**config.mk**
```make
export PLATFORM = sky130hd
export DESIGN_NAME = sa_tile_scheduler
export DESIGN_NICKNAME = d
export VERILOG_FILES = /design/src/rtl/sa_tile_scheduler.sv
export SDC_FILE = /design/constraint.sdc
export NUM_CORES = 1
export LEC_CHECK = 0
export ABC_AREA = 1
export CAP_MARGIN = 0
export CORE_UTILIZATION = 35
export DETAILED_ROUTE_END_ITERATION = 7
export PLACE_DENSITY = 0.63
export SYNTH_ARGS = -nofsm -noshare
export SYNTH_HDL_FRONTEND = slang
export SYNTH_SLANG_ARGS = --single-unit
```
**constraint.sdc**
```tcl
create_clock -name ACLK -period 2.8 [get_ports ACLK]
set_clock_uncertainty 0.05 [all_clocks]
set_input_delay 0.56 -clock ACLK [delete_from_list [all_inputs] [get_ports ACLK]]
set_output_delay 0.56 -clock ACLK [all_outputs]
set_load 0.005 [all_outputs]
```
**src/rtl/sa_tile_scheduler.sv**
```systemverilog
// Tile sequencer for the systolic-array core: steps tile addresses, issues read/engine/write starts
// and overlaps write-back of tile k with tile k+1. Define SA_SCHED_WGT_PRELOAD_EN for weight preload.
module sa_tile_scheduler #(
    parameter int ADDR_WIDTH     = 32,
    parameter int TILE_CNT_WIDTH = 16
) (
    input  logic                      ACLK,
    input  logic                      ARESETN,
    input  logic                      i_start,
    input  logic                      i_abort,
    input  logic [ADDR_WIDTH-1:0]     i_src_addr,
    input  logic [ADDR_WIDTH-1:0]     i_wgt_addr,
    input  logic [ADDR_WIDTH-1:0]     i_dst_addr,
    input  logic [31:0]               i_tile_bytes,
    input  logic [31:0]               i_wgt_bytes,
    input  logic [TILE_CNT_WIDTH-1:0] i_num_tiles,
    output logic                      o_rd_start,
    output logic [ADDR_WIDTH-1:0]     o_rd_addr,
    output logic [31:0]               o_rd_len,
    input  logic                      i_rd_done,
    input  logic                      i_rd_err,
    output logic                      o_eng_start,
    input  logic                      i_eng_done,
    input  logic                      i_eng_err,
    output logic                      o_wr_start,
    output logic [ADDR_WIDTH-1:0]     o_wr_addr,
    output logic [31:0]               o_wr_len,
    input  logic                      i_wr_done,
    input  logic                      i_wr_err,
    output logic                      o_busy,
    output logic                      o_done,
    output logic                      o_error,
    output logic [TILE_CNT_WIDTH-1:0] o_tile_idx,
    output logic                      o_buf_sel
);

`ifdef SA_SCHED_WGT_PRELOAD_EN
    typedef enum logic [2:0] {S_IDLE, S_WGT, S_ISSUE, S_WAIT, S_DRAIN, S_ERR} state_t;
`else
    typedef enum logic [2:0] {S_IDLE, S_ISSUE, S_WAIT, S_DRAIN, S_ERR} state_t;

    logic unused_wgt;
    assign unused_wgt = ^{i_wgt_addr, i_wgt_bytes};
`endif

    state_t state, state_d;

    logic [ADDR_WIDTH-1:0]     src_acc;
    logic [ADDR_WIDTH-1:0]     dst_acc;
    logic [31:0]               tile_bytes_q;
    logic [TILE_CNT_WIDTH-1:0] num_tiles_q;
    logic                      rd_pend, eng_pend, wr_pend;

    logic rd_ok, eng_ok, wr_ok, any_err, tile_ready, last_tile;
    logic accept, issue_wgt, issue_tile, launch_wr, advance, done_d, err_d;

    // A unit counts as settled once its done pulse or error level is seen; used to drain S_ERR.
    assign rd_ok      = !rd_pend  || i_rd_done  || i_rd_err;
    assign eng_ok     = !eng_pend || i_eng_done || i_eng_err;
    assign wr_ok      = !wr_pend  || i_wr_done  || i_wr_err;
    assign any_err    = i_rd_err || i_eng_err || i_wr_err;
    assign tile_ready = (!rd_pend || i_rd_done) && (!eng_pend || i_eng_done) &&
                        (!wr_pend || i_wr_done);
    assign last_tile  = (o_tile_idx == num_tiles_q - TILE_CNT_WIDTH'(1));

    always_ff @(posedge ACLK or negedge ARESETN) begin
        if (!ARESETN) begin
            state <= S_IDLE;
        end else begin
            state <= state_d;
        end
    end

    always_comb begin
        state_d    = state;
        accept     = 1'b0;
        issue_wgt  = 1'b0;
        issue_tile = 1'b0;
        launch_wr  = 1'b0;
        advance    = 1'b0;
        done_d     = 1'b0;
        err_d      = 1'b0;
        if (state != S_IDLE && i_abort) begin
            state_d = S_IDLE;
        end else if (state != S_IDLE && state != S_ERR && any_err) begin
            state_d = S_ERR;
            err_d   = 1'b1;
        end else begin
            case (state)
                S_IDLE: begin
                    if (i_start) begin
                        accept = 1'b1;
                        if (i_tile_bytes == '0) begin
                            state_d = S_ERR;
                            err_d   = 1'b1;
                        end else if (i_num_tiles == '0) begin
                            done_d = 1'b1;
                        end else begin
`ifdef SA_SCHED_WGT_PRELOAD_EN
                            issue_wgt = 1'b1;
                            state_d   = S_WGT;
`else
                            issue_tile = 1'b1;
                            state_d    = S_WAIT;
`endif
                        end
                    end
                end
`ifdef SA_SCHED_WGT_PRELOAD_EN
                S_WGT: begin
                    if (i_rd_done) begin
                        issue_tile = 1'b1;
                        state_d    = S_WAIT;
                    end
                end
`endif
                S_ISSUE: begin
                    issue_tile = 1'b1;
                    state_d    = S_WAIT;
                end
                // The write start goes out first; the next tile's starts follow one cycle later.
                S_WAIT: begin
                    if (tile_ready) begin
                        launch_wr = 1'b1;
                        if (last_tile) begin
                            state_d = S_DRAIN;
                        end else begin
                            advance = 1'b1;
                            state_d = S_ISSUE;
                        end
                    end
                end
                S_DRAIN: begin
                    if (i_wr_done) begin
                        done_d  = 1'b1;
                        state_d = S_IDLE;
                    end
                end
                S_ERR: begin
                    if (rd_ok && eng_ok && wr_ok) begin
                        state_d = S_IDLE;
                    end
                end
                default: state_d = S_IDLE;
            endcase
        end
    end

    always_ff @(posedge ACLK or negedge ARESETN) begin
        if (!ARESETN) begin
            o_rd_start   <= 1'b0;
            o_rd_addr    <= '0;
            o_rd_len     <= '0;
            o_eng_start  <= 1'b0;
            o_wr_start   <= 1'b0;
            o_wr_addr    <= '0;
            o_wr_len     <= '0;
            o_busy       <= 1'b0;
            o_done       <= 1'b0;
            o_error      <= 1'b0;
            o_tile_idx   <= '0;
            o_buf_sel    <= 1'b0;
            src_acc      <= '0;
            dst_acc      <= '0;
            tile_bytes_q <= '0;
            num_tiles_q  <= '0;
            rd_pend      <= 1'b0;
            eng_pend     <= 1'b0;
            wr_pend      <= 1'b0;
        end else begin
            o_rd_start  <= issue_wgt || issue_tile;
            o_eng_start <= issue_tile;
            o_wr_start  <= launch_wr;
            o_done      <= done_d;
            o_busy      <= (state_d != S_IDLE);

            if (err_d) begin
                o_error <= 1'b1;
            end else if (accept) begin
                o_error <= 1'b0;
            end

            if (accept) begin
                src_acc      <= i_src_addr;
                dst_acc      <= i_dst_addr;
                tile_bytes_q <= i_tile_bytes;
                num_tiles_q  <= i_num_tiles;
                o_tile_idx   <= '0;
                o_buf_sel    <= 1'b0;
            end

            if (issue_wgt) begin
                o_rd_addr <= i_wgt_addr;
                o_rd_len  <= i_wgt_bytes;
            end else if (issue_tile) begin
                o_rd_addr <= accept ? i_src_addr : src_acc;
                o_rd_len  <= accept ? i_tile_bytes : tile_bytes_q;
            end

            if (launch_wr) begin
                o_wr_addr <= dst_acc;
                o_wr_len  <= tile_bytes_q;
                dst_acc   <= dst_acc + ADDR_WIDTH'(tile_bytes_q);
            end

            if (advance) begin
                src_acc    <= src_acc + ADDR_WIDTH'(tile_bytes_q);
                o_tile_idx <= o_tile_idx + TILE_CNT_WIDTH'(1);
                o_buf_sel  <= ~o_buf_sel;
            end

            // Pending bookkeeping is dropped whenever the job ends, including abort.
            if (state_d == S_IDLE) begin
                rd_pend  <= 1'b0;
                eng_pend <= 1'b0;
                wr_pend  <= 1'b0;
            end else begin
                if (issue_wgt || issue_tile) begin
                    rd_pend <= 1'b1;
                end else if (i_rd_done || i_rd_err) begin
                    rd_pend <= 1'b0;
                end
                if (issue_tile) begin
                    eng_pend <= 1'b1;
                end else if (i_eng_done || i_eng_err) begin
                    eng_pend <= 1'b0;
                end
                if (launch_wr) begin
                    wr_pend <= 1'b1;
                end else if (i_wr_done || i_wr_err) begin
                    wr_pend <= 1'b0;
                end
            end
        end
    end

endmodule

```
-- After elaboration in Yosys (flattened, before gate mapping)
Index checks and enable logic that the tools add are counted.
- register bits: 268
- bits of input ports: 186
- output and inout port bits: 151
- add/subtract/negate cells: 4
- equal/unequal tests: 6
- multiplexer cells: 60
- bitwise operators: 1
- reductions and logical operators: 33
- operators by type and width (operator ; count):
    two-way mux 32 bit ; 5
    adder 32 bit ; 2
    two-way mux 1 bit ; 41
    logical NOT 32 bit ; 1
    two-way mux 16 bit ; 2
    two-way mux 3 bit ; 8
    adder 16 x 1 -> 16 bit (second input constant) ; 1
    == test 16 bit ; 1
    logical NOT 16 bit ; 1
    subtractor 16 x 1 -> 16 bit (second input constant) ; 1
    one-hot mux 3 bit (5 select lines) ; 1
    nonzero test 3 bit ; 5
    logical OR 1 bit ; 11
    logical AND 1 bit ; 7
    == test 3 x 2 -> 1 bit (second input constant) ; 2
    logical NOT 3 bit ; 2
    nonzero test 2 bit ; 3
    one-hot mux 1 bit (2 select lines) ; 2
    == test 3 x 1 -> 1 bit (second input constant) ; 1
    == test 3 bit (second input constant) ; 1
    logical NOT 1 bit ; 3
    inequality test 3 bit (second input constant) ; 1
    two-way mux 2 bit ; 1
    inverter 1 bit ; 1

-- Depth between registers and ports, before layout
Gate-level depths: netlist of run 1.
- depth in word-level cells: 11
- gate-level depth with buffers: 19

-- Worst setup path after synthesis of run 1
Ideal clock, no wire load.
- kind: flip-flop to flip-flop
- start: register tile_bytes_q[0]
- end: register dst_acc[26]
- setup time: 116 ps
- arrival time: 2141 ps
- required time: 2634 ps
- path slack: 493 ps
- stages on the path, launching flop included: 15
- clock period less this slack: 2307 ps
- cell sequence: dfrtp_1 ha_1 inv_1 fa_1 nand3b_1 nand2_1 a21oi_1 o21ai_0 nand2_1 nand2_1 nand3_1 nand4_1 nand3_1 nand2_1 nand2_1
- cells in the longest elaborated chain, start to end: 2
- RTL lines (item ; RTL line ; RTL):
    start, declared ; 50 ; logic [31:0] tile_bytes_q;
    start signal, assigned ; 186 ; tile_bytes_q <= i_tile_bytes;
    adder 32 bit ; 203 ; dst_acc <= dst_acc + ADDR_WIDTH'(tile_bytes_q);
    two-way mux 32 bit ; 200 ; if (launch_wr) begin
    end signal, assigned ; 185 ; dst_acc <= i_dst_addr;
    end signal, assigned ; 203 ;
    end, declared ; 49 ; logic [ADDR_WIDTH-1:0] dst_acc;
No other way between the ends.
A chain may end at the register's enable or synchronous reset.

-- Worst setup path after layout of run 1
- start: register tile_bytes_q[4]
- end: register dst_acc[23]
Same word-level chain as after synthesis.

==> qor.yml, run 1 <==
layout:
  drive_gt1_frac: 0.0758
  seq_area_um2: 6710
  nNetsFinal: 2671
  final_cell_count_no_fill: 3027
  synthToLayoutAreaGrowth_pct: 32.0
  fin_util: 0.473
  multi_input_area_um2: 7760
  fillers: 4490
clock_tree:
  tritoncts: "done"
  insertion_delay_ps: 600
  clock_path_buffers: 3
  h-tree-depth: 1
  path_clk_slew_ps: 60
  cts_buffers: 31
  cts_root_buf: "clkbuf_16"
  cts_sinks: 268
power:
  power.density_nw_per_um2: 1360
  p_leak_nw: 9.89
  power_mw: 28.0
  vdd.ir_drop.worst_uv: 702
setup_path:
  crit_type: "reg2reg"
  worst-path-max-fanout: 4
  slowest_delay_ps: 460
  cp-start-kind: "flip-flop"
  crit_arrival_ps: 2970
  crit_required_ps: 3210
  path_cells: "ha_1 -> a21oi_1 -> a21boi_1 -> buf_4 -> o21ai_0 -> nand3_1 -> nand4_1 -> nand3_1 -> o211ai_1 -> o21ai_0"
  cp_num_buf_inv: 1
  cpMaxStageDelayCell: "dfrtp_1"
  setup.worst_path.end_class: "flip-flop"
  crit_family: "compound AO/OA/AOI/OAI gates"
logic_synthesis:
  ys_seq_area_frac: 0.430
  synth_area_per_cell_um2: 7.45
  synthTopCellsByCount: "669 x nand2_1, 268 x dfrtp_1, 203 x inv_1"
  syn-cell-area_um2: 15600
  ys_async_sr_fraction: 1.00
  synth.net_count: 2344
  ys_types: 51
  synth_edf_count: 0
  synth_area_leaders: "dfrtp_1 43%, nand2_1 16%, o21ai_0 5.8%"
  ys_warn_count: 0
  synthCells: 2092
  yosysTopAreaCellShare: 0.430
  ys.flop_type: "dfrtp_1"
  yosys.area.top_type: "dfrtp_1"
  ys_ff_latch: 268
  yosysMostFrequentCell: "nand2_1"
sta:
  slew_headroom: 0.528
  fin_crit_ps: 2550
  finalSetupViolCount: 0
  hold_violations: 0
  fin_crit_sh: 0.912
  max_freq_ghz: 0.391
  drv_slew: 0
  tightest_slew_ps: 708
  rsz0062_at_grt: "no"
status:
  status: "complete, no violations"
floorplan:
  start_util: 0.358
  core_area_um2: 43600
  rows: 76
  ios: 337
  die_w_um: 213
  die_h_um: 213
  dieArea_um2: 45400
routing:
  vias_per_cell: 4.96
  num_vias: 15013
  drtIter0Drc: 1116
  wl_per_cell_um: 18.0
  dr.pass1.iters: 5
  drt.antenna.violating_nets: 0
  routed_wl_mm: 54.5
  drcViolationCount: 0
placement:
  portBuffers: 272
  gp_congestion: 0.920
  place.detailed.hpwl_mm: 42.8
  dp_cells: 2968
worst_hold_path:
  hold_path_class: "reg2reg"
global_route:
  gr-usage-all-layers: 0.242
  grt_pass1_vias: 15076
  grt-ovfl-total: 0
  grt_pass1_wl_mm: 84.1
  grt_max_degree: 88
  antenna_found_initial: 4
flow_run:
  max-cap-violations: 0
==> power by group <==
group | internal, mW | leakage (nW) | switching, mW
clock | 2.33 | 0.499 | 1.71
sequential | 5.67 | 3.34 | 1.61
combinational | 6.77 | 6.06 | 9.87
total | 14.8 | 9.89 | 13.2
==> worst paths after layout <==
check / start / end / slack [ps] / cells past startpoint
worst max-delay path: tile_bytes_q[4] / dst_acc[23] / 250 / 10
min in group asynchronous: ARESETN / o_wr_len[10] / 520 / 2
worst min-delay path: o_wr_addr[22] / o_wr_addr[22] / 420 / 2
worst max register to register: tile_bytes_q[4] / dst_acc[23] / 250 / 10
worst min register to register: o_wr_addr[22] / o_wr_addr[22] / 420 / 2
max in group asynchronous: ARESETN / tile_bytes_q[17] / 1450 / 3
==> repair_timing <==
action / 4_1_cts / 5_1_grt
setup endpoints to repair: 0 / 13
resized for setup: 0 / 8
hold endpoints to repair: 76 / 0
buffers inserted: 0 / 2
hold buffers: 1 / 0
==> sequential cells by signal (all words and copies together) (netlist names), 3 cells and up <==
signal	flops
src_acc	32
o_wr_addr	32
tile_bytes_q	32
o_tile_idx	16
o_rd_addr	32
dst_acc	32
o_wr_len	32
state	3
o_rd_len	32
num_tiles_q	16
==> worst min-delay path, cell delays in order (launching register included) <==
cell and delay (ps):
dfrtp_1 340, nand2_1 50, nand2_1 40
==> metal layers <==
metal | track usage | share of wire | wire length (um) | up-vias
met2 | 0.376 | 0.44 | 24000 | 414
li1 | - | - | - | 7475
met3 | 0.0552 | 0.068 | 3700 | 89
met4 | 0.0888 | 0.036 | 1990 | 6
met5 | 0.00334 | 0.00066 | 36 | -
met1 | 0.327 | 0.45 | 24800 | 7029
==> cells in the final DEF (no fill, tap or decap), types with 6 or more instances in the layout <==
master / instances
nand2_1: 669
clkdlybuf4s50_1: 271
dfrtp_1: 268
inv_1: 202
nor2_1: 197
o21ai_0: 179
a21oi_1: 100
buf_4: 76
nand3_1: 74
ha_1: 64
xor2_1: 32
a31oi_1: 31
clkbuf_16: 31
nand4_1: 26
o21ai_1: 21
xnor2_1: 18
nor3_1: 15
buf_12: 14
o22ai_1: 13
a21o_1: 9
nor2_2: 8
nand3b_1: 8
o21a_1: 8
clkbuf_8: 8
o211ai_1: 7
mux2i_1: 6
clkbuf_1: 6
clkinv_2: 6
==> per-stage QoR <==
step           cell area [um^2]  hold WS [ps]  setup TNS (ps)  worst slack [ps]
2_1_floorplan             15600           214               0               493
5_1_grt                   20600           451               0              21.2
6_report                  20600           418               0               245
4_1_cts                   20600           423               0               146
3_3_place_gp              19500           409           -5910              -120
3_5_place_dp              19500           408           -7600              -162
==> layout make-up <==
type | instances | share of cell area
inverter | 209 | 0.0384
antenna | 1 | 0.000122
clock inverter | 10 | 0.00468
timing repair buffer | 363 | 0.174
tap | 585 | 0.0356
clock buffer | 45 | 0.0441
sequential | 268 | 0.326
multi-input combinational | 1546 | 0.377
==> cell families (layout without fill, tap and decap cells) <==
family / Yosys count / count (layout) / synth area share
flops: 268 / 268 / 0.430
simple gates: 1022 / 1022 / 0.266
buf+inv: 278 / 627 / 0.0733
other cells: 0 / 1 / 0
mux: 6 / 6 / 0.00385
fa+ha+maj: 66 / 66 / 0.0539
xor+xnor: 50 / 50 / 0.0281
compound gates: 402 / 402 / 0.145
Note: power is estimated with default switching activity, not from simulation.
==> run 2: changes to the inputs <==
--- a/config.mk
+++ b/config.mk
@@ -10,6 +10,7 @@
 export CORE_UTILIZATION = 35
 export DETAILED_ROUTE_END_ITERATION = 7
 export PLACE_DENSITY = 0.63
+export SKIP_CTS_REPAIR_TIMING = 1
 export SYNTH_ARGS = -nofsm -noshare
 export SYNTH_HDL_FRONTEND = slang
 export SYNTH_SLANG_ARGS = --single-unit
==> qor.yml, run 2 (synthesis results as in run 1) <==
setup_path:
  slowest_delay_ps: 460
  crit_arrival_ps: 2980
  path_cells: "ha_1 -> a21oi_1 -> a21boi_1 -> buf_4 -> o21ai_0 -> nand3_1 -> nand4_1 -> nand3_1 -> o211ai_1 -> o21ai_0"
  crit_type: "reg2reg"
  rr_startpoint: "tile_bytes_q[4]"
  worst-path-max-fanout: 4
  crit_path_start: "tile_bytes_q[4]"
  cp-start-kind: "flip-flop"
  cpMaxStageDelayCell: "dfrtp_1"
  setup.worst_path.end_class: "flip-flop"
  crit_required_ps: 3210
layout:
  final_common_cell: "nand2_1"
  fin_util: 0.473
  multi_input_area_um2: 7760
  synthToLayoutAreaGrowth_pct: 32.0
  seq_area_um2: 6710
  fillers: 4489
  nNetsFinal: 2671
  drive_gt1_frac: 0.0758
  final_cell_mix: "669 x nand2_1, 271 x clkdlybuf4s50_1, 268 x dfrtp_1"
  final_cell_count_no_fill: 3027
sta:
  tightest_slew_ps: 710
  fin_crit_sh: 0.916
  slew_headroom: 0.527
  worst_slack_ps: 235
  max_freq_ghz: 0.390
  rsz0062_at_grt: "no"
  finalSetupViolCount: 0
  fin_crit_ps: 2560
  drv_slew: 0
  hold_violations: 0
  holdWs_ps: 418
status:
  status: "complete, no violations"
clock_tree:
  tritoncts: "done"
  clock_path_buffers: 3
  cts_buffers: 31
  path_clk_slew_ps: 60
  h-tree-depth: 1
  cts_root_buf: "clkbuf_16"
  cts_sinks: 268
  insertion_delay_ps: 600
worst_hold_path:
  hold_path_class: "reg2reg"
  min_from: "o_wr_addr[22]"
floorplan:
  ios: 337
  dieArea_um2: 45400
  core_area_um2: 43600
  die_w_um: 213
  start_util: 0.358
  die_h_um: 213
  rows: 76
global_route:
  grt-ovfl-total: 0
  antenna_found_initial: 4
  grt_pass1_vias: 15076
  grt_pass1_wl_mm: 84.1
  grt_max_degree: 88
  gr-usage-all-layers: 0.242
power:
  power.density_nw_per_um2: 1360
  vdd.ir_drop.worst_uv: 704
  power_mw: 28.0
  p_leak_nw: 9.89
placement:
  dp_cells: 2968
  dp_slack_ps: -162
  gp_congestion: 0.920
  place.detailed.hpwl_mm: 42.8
  portBuffers: 272
routing:
  vias_per_cell: 4.96
  wl_per_cell_um: 18.0
  drt.antenna.violating_nets: 0
  drtIter0Drc: 1095
  dr.pass1.iters: 7
  num_vias: 15024
  drcViolationCount: 0
  routed_wl_mm: 54.6
flow_run:
  max-cap-violations: 0
-- run 2: cell counts in the layout (fill, tap and decap cells not counted) --
No cell type changed its count.
-- run 2: path summary, 6_finish.rpt --
path / endpoint / slack (ps) / cells after the start
min in group asynchronous: o_wr_len[10] / 510 / 2
max: dst_acc[23] / 240 / 10
min: o_wr_addr[22] / 420 / 2
max in group asynchronous: o_wr_len[22] / 1450 / 3
min reg2reg: o_wr_addr[22] / 420 / 2
max reg2reg: dst_acc[23] / 240 / 10
-- run 2: critical path: cells and delay by family, from the launching register on --
kind                       cells  cell delay (ps)
buffers and inverters          1              140
AOI/OAI and AO/OA              5              900
DFF                            1              460
adders and majority gates      1              400
and+or+nand+nor                3              460
-- run 2: layout make-up --
type,instances,share of cell area
Clock buffer,45,0.0441
Antenna cell,1,0.000122
Clock inverter,10,0.00468
Tap cell,585,0.0356
Timing Repair Buffer,363,0.174
Sequential cell,268,0.326
Multi-Input combinational cell,1546,0.377
Inverter,209,0.0384
-- run 2: stage by stage --
step,cell area [um^2],TNS [ps]
after detailed placement,19500,-7600
after global routing,20600,0
after global placement,19500,-5910
final,20600,0
after CTS,20600,0
after floorplan,15600,0
-- run 2: per-layer routing --
metal	track usage	part of all wire	up-vias
met2	0.376	0.44	406
met1	0.327	0.45	7042
li1	-	-	7478
met4	0.0888	0.037	6
met5	0.00334	0.00066	-
met3	0.0552	0.066	92
-- run 2: report_power, final --
| part | internal [mW] | switching (mW) | leakage (nW) |
|---|---|---|---|
| clock | 2.33 | 1.70 | 0.499 |
| combinational | 6.77 | 9.88 | 6.06 |
| sequential | 5.67 | 1.61 | 3.34 |
| total | 14.8 | 13.2 | 9.89 |
